### src/rtl/matmul_pkg.sv
// Shared constants, FSM state encoding and address helper for the sequential
// matrix multiplier.
package matmul_pkg;

  localparam int DW    = 16;
  localparam int MAXN  = 8;
  localparam int AW    = 6;
  localparam int ACC_W = 32;
  localparam int CW    = $clog2(MAXN);
  localparam int DIM_W = 4;

  typedef enum logic [2:0] {
    IDLE  = 3'd0,
    READ  = 3'd1,
    DRAIN = 3'd2,
    WRITE = 3'd3,
    FIN   = 3'd4
  } state_t;

  // Every matrix is stored row-major with a fixed row stride of MAXN.
  function automatic logic [AW-1:0] mat_addr(input logic [CW-1:0] row,
                                             input logic [CW-1:0] col);
    return AW'(row) * AW'(MAXN) + AW'(col);
  endfunction

endpackage

### src/rtl/matmul_mac.sv
// Signed multiply-accumulate: full-width product, sign-extended, wrapping sum.
module matmul_mac
  import matmul_pkg::*;
(
  input  logic                    clk,
  input  logic                    reset_n,
  input  logic signed [DW-1:0]    a,
  input  logic signed [DW-1:0]    b,
  input  logic                    load,
  input  logic                    en,
  output logic signed [ACC_W-1:0] acc
);

  logic signed [2*DW-1:0]  prod;
  logic signed [ACC_W-1:0] prod_ext;

  assign prod     = (2*DW)'(a) * (2*DW)'(b);
  assign prod_ext = ACC_W'(prod);

  always_ff @(posedge clk or negedge reset_n) begin
    if (!reset_n) begin
      acc <= '0;
    end else if (en) begin
      acc <= load ? prod_ext : acc + prod_ext;
    end
  end

endmodule

### src/rtl/matmul_seq.sv
// Sequential C = A x B engine: one MAC, N reads per element, row-major output
// order, with a status word for software / LEDs.
module matmul_seq
  import matmul_pkg::*;
(
  input  logic             clk,
  input  logic             reset_n,
  input  logic             start,
  input  logic             abort,
  input  logic [DIM_W-1:0] dim,
  output logic [AW-1:0]    a_addr,
  output logic [AW-1:0]    b_addr,
  output logic             rd_en,
  input  logic [DW-1:0]    a_data,
  input  logic [DW-1:0]    b_data,
  output logic             c_wr_en,
  output logic [AW-1:0]    c_addr,
  output logic [ACC_W-1:0] c_data,
  output logic             busy,
  output logic             done,
  output logic [31:0]      status
);

  state_t                  state, state_nx;
  logic [CW-1:0]           i_q, j_q, k_q, last_q;
  logic                    dim_ok, accept, k_last, elem_last;
  logic                    rd_q, first_q;
  logic                    err_q, done_sticky_q;
  logic [7:0]              wr_count_q;
  logic [15:0]             busy_cycles_q;
  logic signed [ACC_W-1:0] acc;

  assign dim_ok    = (dim != '0) && (dim <= DIM_W'(MAXN));
  assign k_last    = (k_q == last_q);
  assign elem_last = (i_q == last_q) && (j_q == last_q);

  always_ff @(posedge clk or negedge reset_n) begin
    if (!reset_n) state <= IDLE;
    else          state <= state_nx;
  end

  // Outputs are decoded from the current state; abort only redirects the
  // next state, so a WRITE in the abort cycle still happens.
  always_comb begin
    state_nx = state;
    rd_en    = 1'b0;
    c_wr_en  = 1'b0;
    done     = 1'b0;
    busy     = 1'b0;
    accept   = 1'b0;
    case (state)
      IDLE: begin
        if (start && dim_ok) begin
          accept   = 1'b1;
          state_nx = READ;
        end
      end
      READ: begin
        busy  = 1'b1;
        rd_en = 1'b1;
        if (abort)       state_nx = IDLE;
        else if (k_last) state_nx = DRAIN;
      end
      DRAIN: begin
        busy     = 1'b1;
        state_nx = abort ? IDLE : WRITE;
      end
      WRITE: begin
        busy    = 1'b1;
        c_wr_en = 1'b1;
        if (abort)          state_nx = IDLE;
        else if (elem_last) state_nx = FIN;
        else                state_nx = READ;
      end
      FIN: begin
        done     = 1'b1;
        state_nx = IDLE;
      end
      default: state_nx = IDLE;
    endcase
  end

  always_ff @(posedge clk or negedge reset_n) begin
    if (!reset_n) begin
      i_q    <= '0;
      j_q    <= '0;
      k_q    <= '0;
      last_q <= '0;
    end else if (accept) begin
      i_q    <= '0;
      j_q    <= '0;
      k_q    <= '0;
      last_q <= CW'(dim - 1'b1);
    end else if (state == READ) begin
      k_q <= k_last ? '0 : k_q + 1'b1;
    end else if (state == WRITE && !elem_last) begin
      if (j_q == last_q) begin
        j_q <= '0;
        i_q <= i_q + 1'b1;
      end else begin
        j_q <= j_q + 1'b1;
      end
    end
  end

  // Read data lags rd_en by one cycle, so the MAC controls are delayed to match.
  always_ff @(posedge clk or negedge reset_n) begin
    if (!reset_n) begin
      rd_q    <= 1'b0;
      first_q <= 1'b0;
    end else begin
      rd_q    <= rd_en;
      first_q <= rd_en && (k_q == '0);
    end
  end

  matmul_mac u_mac (
    .clk     (clk),
    .reset_n (reset_n),
    .a       (a_data),
    .b       (b_data),
    .load    (first_q),
    .en      (rd_q),
    .acc     (acc)
  );

  always_ff @(posedge clk or negedge reset_n) begin
    if (!reset_n) begin
      err_q         <= 1'b0;
      done_sticky_q <= 1'b0;
      wr_count_q    <= '0;
      busy_cycles_q <= '0;
    end else if (accept) begin
      err_q         <= 1'b0;
      done_sticky_q <= 1'b0;
      wr_count_q    <= '0;
      busy_cycles_q <= '0;
    end else begin
      if (state == IDLE && start && !dim_ok) err_q <= 1'b1;
      if (done)    done_sticky_q <= 1'b1;
      if (c_wr_en) wr_count_q    <= wr_count_q + 8'd1;
      if (busy && busy_cycles_q != 16'hFFFF) busy_cycles_q <= busy_cycles_q + 16'd1;
    end
  end

  assign a_addr = rd_en   ? mat_addr(i_q, k_q) : '0;
  assign b_addr = rd_en   ? mat_addr(k_q, j_q) : '0;
  assign c_addr = c_wr_en ? mat_addr(i_q, j_q) : '0;
  assign c_data = c_wr_en ? acc : '0;
  assign status = {busy, done_sticky_q, err_q, 5'b0, wr_count_q, busy_cycles_q};

endmodule
### config.mk
export PLATFORM = sky130hd
export DESIGN_NAME = matmul_seq
export DESIGN_NICKNAME = d
export VERILOG_FILES = /design/src/rtl/matmul_pkg.sv /design/src/rtl/matmul_mac.sv /design/src/rtl/matmul_seq.sv
export SDC_FILE = /design/constraint.sdc
export NUM_CORES = 1
export LEC_CHECK = 0
export CELL_PAD_IN_SITES_DETAIL_PLACEMENT = 0
export CELL_PAD_IN_SITES_GLOBAL_PLACEMENT = 1
export CORE_MARGIN = 1.5
export CORE_UTILIZATION = 25
export DETAILED_ROUTE_END_ITERATION = 7
export PLACE_DENSITY = 0.53
export SLEW_MARGIN = 20
export SYNTH_ARGS = -nofsm -noshare
export SYNTH_HDL_FRONTEND = slang
export SYNTH_HIERARCHICAL = 1
export SYNTH_SLANG_ARGS = --single-unit
### constraint.sdc
create_clock -name clk -period 5 [get_ports clk]
set_input_delay 1 -clock clk [delete_from_list [all_inputs] [get_ports clk]]
set_output_delay 1 -clock clk [all_outputs]
set_load 0.02 [all_outputs]
==> metrics.md, run 1 <==
| Metric | Value |
|---|---|
| WP depth | 34 |
| Synth area leader | fa_1 |
| Fmax | 125 MHz |
| Area delta synth->final | 43.2% |
| CP max FO | 6 |
| Starting DRT DRC Count | 478 |
| Final Net Count | 2600 |
| Worst Hold Path Cells | 1 |
| DIE AREA | 63400 sq um |
| CTS root buf | clkbuf_16 |
| Initial antenna violation count | 0 |
| CTS tree | done |
| Final wirelength | 46000 um |
| DRC | 0 |
| Synth Register Bits | 75 |
| Yosys cell types | 76 |
| Yosys warnings | 6 |
| I/O Buffers | 120 |
| Total gr overflow | 0 |
| Initial core utilization | 25.5% |
| Fin area | 22100 sq um |
| Mux cell area share after synthesis | 0.995% |
| Mapped Area | 15500 sq um |
| Most numerous cell in the Yosys netlist | inv_1 |
| CP top delay family | adder cells |
| Core Util, Final | 36.5% |
| Run status | finished, violations left |
| CP peak stage delay | 0.55 ns |
| Post-synth EDFFs | 0 |
| Detail Route Antenna Nets | 0 |
| Pins over their slew limit | 0 |
| Die width | 252 um |
| Clock skew | 0.0107 ns |
| Vias | 12800 |
| Slew headroom | 55.0% |
| Pin count of the biggest net entering global routing | 59 |
| Period utilization | 161% |
| Avg Synthesized Cell Area | 8.88 sq um |
| CP most frequent cell | fa_1 |
| Fraction of registers with async set/reset | 100% |
| CTS max path bufs | 2 |
| Chip height | 252 um |
| Synth Area in Adders | 43.9% |
| Setup crit start kind | input port |
| Setup slack, reg-to-reg | 1.79 ns |
| Worst EP required | 5.24 ns |
| ANT cells | 0 |
| Fin worst setup slack | -3.03 ns |
| Fillers | 6155 |
| Crit path arrival time | 8.27 ns |
| Row count | 90 |
| Synth cell count leaders | 313 x inv_1, 263 x fa_1, 171 x and2_1 |
| Top cells by area, synth | fa_1 34%, dfrtp_1 12%, ha_1 9.9%, inv_1 7.6%, and2_1 6.9% |
| Largest family of logic cells by synthesized area | adder cells |
| Cts bufs inserted | 9 |
| Placed Area | 19800 sq um |
| Failing checks | setup timing |
| R2R depth | 12 |
| Cells after Synth | 1741 |
| Post-synthesis xor/xnor area fraction | 5.04% |
| Worst min-delay path category | flip-flop to flip-flop |
| Compound-cell area share of the yosys netlist | 10.1% |
| # hold bufs at CTS | 0 |
| Worst path buffer plus inverter count | 7 |
| Gr usage total | 15.3% |
| Register area | 1880 sq um |
| Vias in the first global route | 14400 |
| Area of the multi-input gates | 13400 sq um |
| Worst-margin pin slew | 0.674 ns |
| Fin. Hold Viols | 0 |
| Drt pass-1 iters | 4 |
| Max_cap viols | 0 |
| Unrepaired setup endpoints after global routing | yes |
| Synth Flop Type | dfrtp_1 |
| Critical setup path kind | input port to flip-flop |
| DPL Wire Length | 36600 um |
| Fraction of post-synthesis cell area in the top cell type by area | 34.1% |
| CTS sink cnt | 75 |
| Placer Congestion | 0.826 |
| Skew-Pair Late Insertion Delay | 0.35 ns |
| CP Capture Type | flip-flop |
| Core Region | 60700 sq um |
| Final cell count without fillers | 2962 |
| Clock transition at path regs | 0.07 ns |
| Minimum clock period | 8.03 ns |
| Boundary pin count | 126 |
| Layout cells sized above 1 | 31.1% |
| First-pass GRT wire length | 77500 um |
| Simple-gate share of the synthesized area | 18.1% |
| Worst path slowest cell | fa_1 |
| Wire per inst | 15.5 um |
| Final setup violation count | 25 |
| Dpl cells | 2854 |
| Sequential cell area fraction in the yosys report | 12.1% |
| H-tree depth | 3 |
| Vias per cell | 4.33 |
metal layers:
metal / track usage, % / part of all wire, % / routed length (um)
met5: 0 / 0 / 0
met4: 3.58 / 1.9 / 896
met3: 2.60 / 4.2 / 1950
met2: 25.8 / 47 / 21700
met1: 20.4 / 47 / 21400
sequential cells by signal (all words and copies together) (netlist names), 3 cells and up:
register	cells
i_q	3
j_q	3
last_q	3
u_mac/acc	32
wr_count_q	8
k_q	3
state	3
busy_cycles_q	16
stage by stage:
step | TNS [ns] | hold slack [ns] | setup slack (ns)
4_1_cts | -54.90 | 0.496 | -3.02
5_1_grt | -60.47 | 0.544 | -3.38
3_5_place_dp | -76.07 | 0.470 | -3.92
3_3_place_gp | -76.48 | 0.466 | -3.90
2_1_floorplan | -45.57 | 0.451 | -3.08
6_report | -53.20 | 0.492 | -3.03
path summary, 6_finish.rpt:
check                              start             to
hold reg to reg            done_sticky_q  done_sticky_q
max in group asynchronous        reset_n        first_q
hold / removal             done_sticky_q  done_sticky_q
setup reg to reg            u_mac/acc[0]  u_mac/acc[20]
min in group asynchronous        reset_n          err_q
setup / recovery               b_data[6]  u_mac/acc[30]
kinds of logic (layout without fill, tap and decap cells):
logic type,Yosys count,in the layout
AOI/OAI and AO/OA,237,237
xor gates and xnor gates,89,89
adders and majority gates,385,385
buffers and inverters,382,817
DFF,75,75
muxes,15,15
other,1,5
and+or+nand+nor,557,557
layout make-up:
type | count | area share, %
tap | 782 | 4.42
inverter | 315 | 5.36
clock inverter | 5 | 0.198
clock buffer | 11 | 1.10
sequential | 75 | 8.49
multi-input combinational | 1288 | 60.7
timing repair buffer | 486 | 19.8
layout by cell type (no fill, tap or decap), drive strengths merged, types with 10 or more instances in the layout:
master and n:
a21oi 98, ha 122, nand3 25, and2 171
clkdlybuf4s50 88, buf 390, xnor2 50, nand2 169
a31oi 11, inv 316, o21ai 40, nand2b 17
fa 263, dfrtp 75, nor3 14, clkbuf 13
nand4 10, xor2 39, nor2 115, a21o 16
mux2i 12, o21bai 10
repair_timing:
action                                  4_1_cts  5_1_grt
gates resized for setup                     354      102
buffers inserted                             75       25
pin swaps                                   147      112
cloned                                        9        0
endpoints found under the setup margin       27       27
Power of run 1 is not shown: default switching activity piles up to over one toggle a cycle in this logic, so the estimate is an artifact.
==> inputs of run 2 (changes only) <==
--- a/config.mk
+++ b/config.mk
@@ -5,6 +5,7 @@
 export SDC_FILE = /design/constraint.sdc
 export NUM_CORES = 1
 export LEC_CHECK = 0
+export CAP_MARGIN = 0
 export CELL_PAD_IN_SITES_DETAIL_PLACEMENT = 0
 export CELL_PAD_IN_SITES_GLOBAL_PLACEMENT = 1
 export CORE_MARGIN = 1.5
==> results of run 2 <==
Final layout, timing and power as in run 1 (identical DEF).
Power of run 2 is left out for the same reason.
==> inputs of run 3 (changes only) <==
--- a/config.mk
+++ b/config.mk
@@ -5,13 +5,13 @@
 export SDC_FILE = /design/constraint.sdc
 export NUM_CORES = 1
 export LEC_CHECK = 0
-export CAP_MARGIN = 0
+export CAP_MARGIN = 15
 export CELL_PAD_IN_SITES_DETAIL_PLACEMENT = 0
 export CELL_PAD_IN_SITES_GLOBAL_PLACEMENT = 1
 export CORE_MARGIN = 1.5
 export CORE_UTILIZATION = 25
 export DETAILED_ROUTE_END_ITERATION = 7
-export PLACE_DENSITY = 0.53
+export PLACE_DENSITY = 0.55
 export SLEW_MARGIN = 20
 export SYNTH_ARGS = -nofsm -noshare
 export SYNTH_HDL_FRONTEND = slang
==> constraint.sdc (replaced) <==
create_clock -name clk -period 7.7 [get_ports clk]
set_input_delay 1.54 -clock clk [delete_from_list [all_inputs] [get_ports clk]]
set_output_delay 1.54 -clock clk [all_outputs]
set_load 0.02 [all_outputs]
==> run 3 against run 2 <==
Effect of this change: the flow still finishes with violations (setup timing); core utilization is 1.1 points lower; critical endpoint unchanged; clock skew grew 0.0013 ns; clock-buffer cell count down 2; largest cell class unchanged; die area did not move; routed wire length fell by 1.3%; setup slack better by 2.1 ns; hold slack worse by 0.0026 ns; register-to-register slack improved by 2.6 ns; first-iteration DRC count is 2.7% lower.
==> metrics.md, run 3 (same netlist as run 1, synthesis figures left out) <==
| Metric | Value |
|---|---|
| Placer Congestion | 0.818 |
| Hold_sp | done_sticky_q |
| Initial antenna violation count | 0 |
| Fillers | 6225 |
| Gr usage total | 15.1% |
| CP peak stage delay | 0.55 ns |
| CTS root buf | clkbuf_16 |
| Fin worst setup slack | -0.969 ns |
| Failing checks | setup timing |
| Crit path arrival time | 8.90 ns |
| Total gr overflow | 0 |
| CTS sink cnt | 75 |
| Chip height | 252 um |
| DPL Wire Length | 36300 um |
| Top Registers | u_mac/acc x32, busy_cycles_q x16, wr_count_q x8 |
| Skew-Pair Late Insertion Delay | 0.35 ns |
| Worst path slowest cell | fa_1 |
| Initial core utilization | 25.5% |
| Fmax | 115 MHz |
| Most frequent cells in the layout | 288 x inv_1, 288 x buf_4, 247 x fa_1, 158 x nand2_1, 138 x and2_1 |
| Period utilization | 113% |
| Clock skew | 0.0119 ns |
| DIE AREA | 63400 sq um |
| Vias per cell | 4.36 |
| Max_cap viols | 0 |
| Setup crit start kind | input port |
| Layout cells sized above 1 | 28.3% |
| H-tree depth | 3 |
| Starting DRT DRC Count | 465 |
| CTS max path bufs | 2 |
| Run status | finished, violations left |
| First-pass GRT wire length | 76600 um |
| CP most frequent cell | fa_1 |
| Area delta synth->final | 39.0% |
| Wire per inst | 15.5 um |
| Critical setup path kind | input port to flip-flop |
| Pin count of the biggest net entering global routing | 74 |
| Final Net Count | 2572 |
| Slew headroom | 45.8% |
| Core Region | 60700 sq um |
| Boundary pin count | 126 |
| Fin. Hold Viols | 0 |
| Clock transition at path regs | 0.07 ns |
| Drt pass-1 iters | 5 |
| Worst min-delay path category | flip-flop to flip-flop |
| CTS tree | done |
| I/O Buffers | 120 |
| Row count | 90 |
| Die width | 252 um |
| Vias | 12800 |
| Top reg by flops | u_mac/acc |
| Pins over their slew limit | 0 |
| Final setup violation count | 15 |
| Source of the critical timing path | b_data[8] |
| CP Capture Type | flip-flop |
| Unrepaired setup endpoints after global routing | yes |
| Cts bufs inserted | 9 |
| Minimum clock period | 8.67 ns |
| Fin area | 21500 sq um |
| CP max FO | 5 |
| # hold bufs at CTS | 0 |
| Final wirelength | 45300 um |
| Vias in the first global route | 14200 |
| Worst EP required | 7.94 ns |
| Worst-margin pin slew | 0.813 ns |
| Detail Route Antenna Nets | 0 |
| ANT cells | 0 |
| Placed Area | 19500 sq um |
| Start of the worst register-to-register path | u_mac/acc[0] |
| Max FFs per register | 32 |
| DRC | 0 |
run 3: changes by cell type in the layout (fill, tap and decap cells not counted), moves of 4 or more:
cell / previous run / this run
a21oi_2: 24 / 15
inv_1: 284 / 288
a21oi_1: 65 / 78
xnor2_1: 34 / 42
ha_1: 91 / 99
nand2_1: 154 / 158
ha_4: 26 / 19
buf_6: 70 / 43
xnor2_2: 13 / 7
nand2_2: 14 / 8
a21oi_4: 9 / 5
run 3: area by class of cell:
class,instances,area [sq um],area share (%)
Multi-Input combinational cell,1288,13100,61.1
Clock inverter,7,82.6,0.384
Tap cell,782,978,4.55
Clock buffer,9,225,1.05
Inverter,315,1180,5.50
Sequential cell,75,1880,8.74
Timing Repair Buffer,458,4010,18.7
run 3: metal layers:
metal,wire (um),GRT usage (%)
met3,1850,2.36
met4,426,2.43
met1,21300,20.6
met2,21800,25.4
met5,0,0
run 3: path summary, 6_finish.rpt:
check | endpoint | slack (ns) | cells past startpoint
worst min-delay path | done_sticky_q | 0.49 | 1
min in group asynchronous | i_q[1] | 0.98 | 1
worst max register to register | u_mac/acc[20] | 4.42 | 12
max in group asynchronous | busy_cycles_q[10] | 5.78 | 2
worst min register to register | done_sticky_q | 0.49 | 1
worst max-delay path | u_mac/acc[30] | -0.97 | 32
run 3: per-stage QoR:
stage                     cells  setup TNS, ns  setup slack (ns)  utilization [%]  hold slack, ns
after floorplan            1745          -5.05            -0.918                -           0.451
after global placement     2834         -24.69             -1.80             32.1           0.469
after detailed placement   2834         -25.00             -1.88             32.1           0.474
after CTS                  2912          -7.61             -1.03             34.5           0.495
after global routing       2934         -11.21             -1.21             35.4           0.530
final                      2934          -7.21            -0.969             35.4           0.490
run 3: what timing repair did:
| action | in CTS | in global routing |
|---|---|---|
| pin swaps | 136 | 112 |
| endpoints found under the setup margin | 20 | 19 |
| resized for setup | 264 | 146 |
| buffers inserted | 60 | 27 |
| cloned | 6 | 0 |
run 3: critical path, delay by kind of cell:
kind / cells / cell delay, ns
AO/OA/AOI/OAI: 12 / 2.48
adder cells (fa/ha/maj): 8 / 3.26
buffers and inverters: 6 / 0.78
AND/OR/NAND/NOR: 4 / 0.58
XOR/XNOR: 2 / 0.29
Power of run 3 is left out for the same reason.
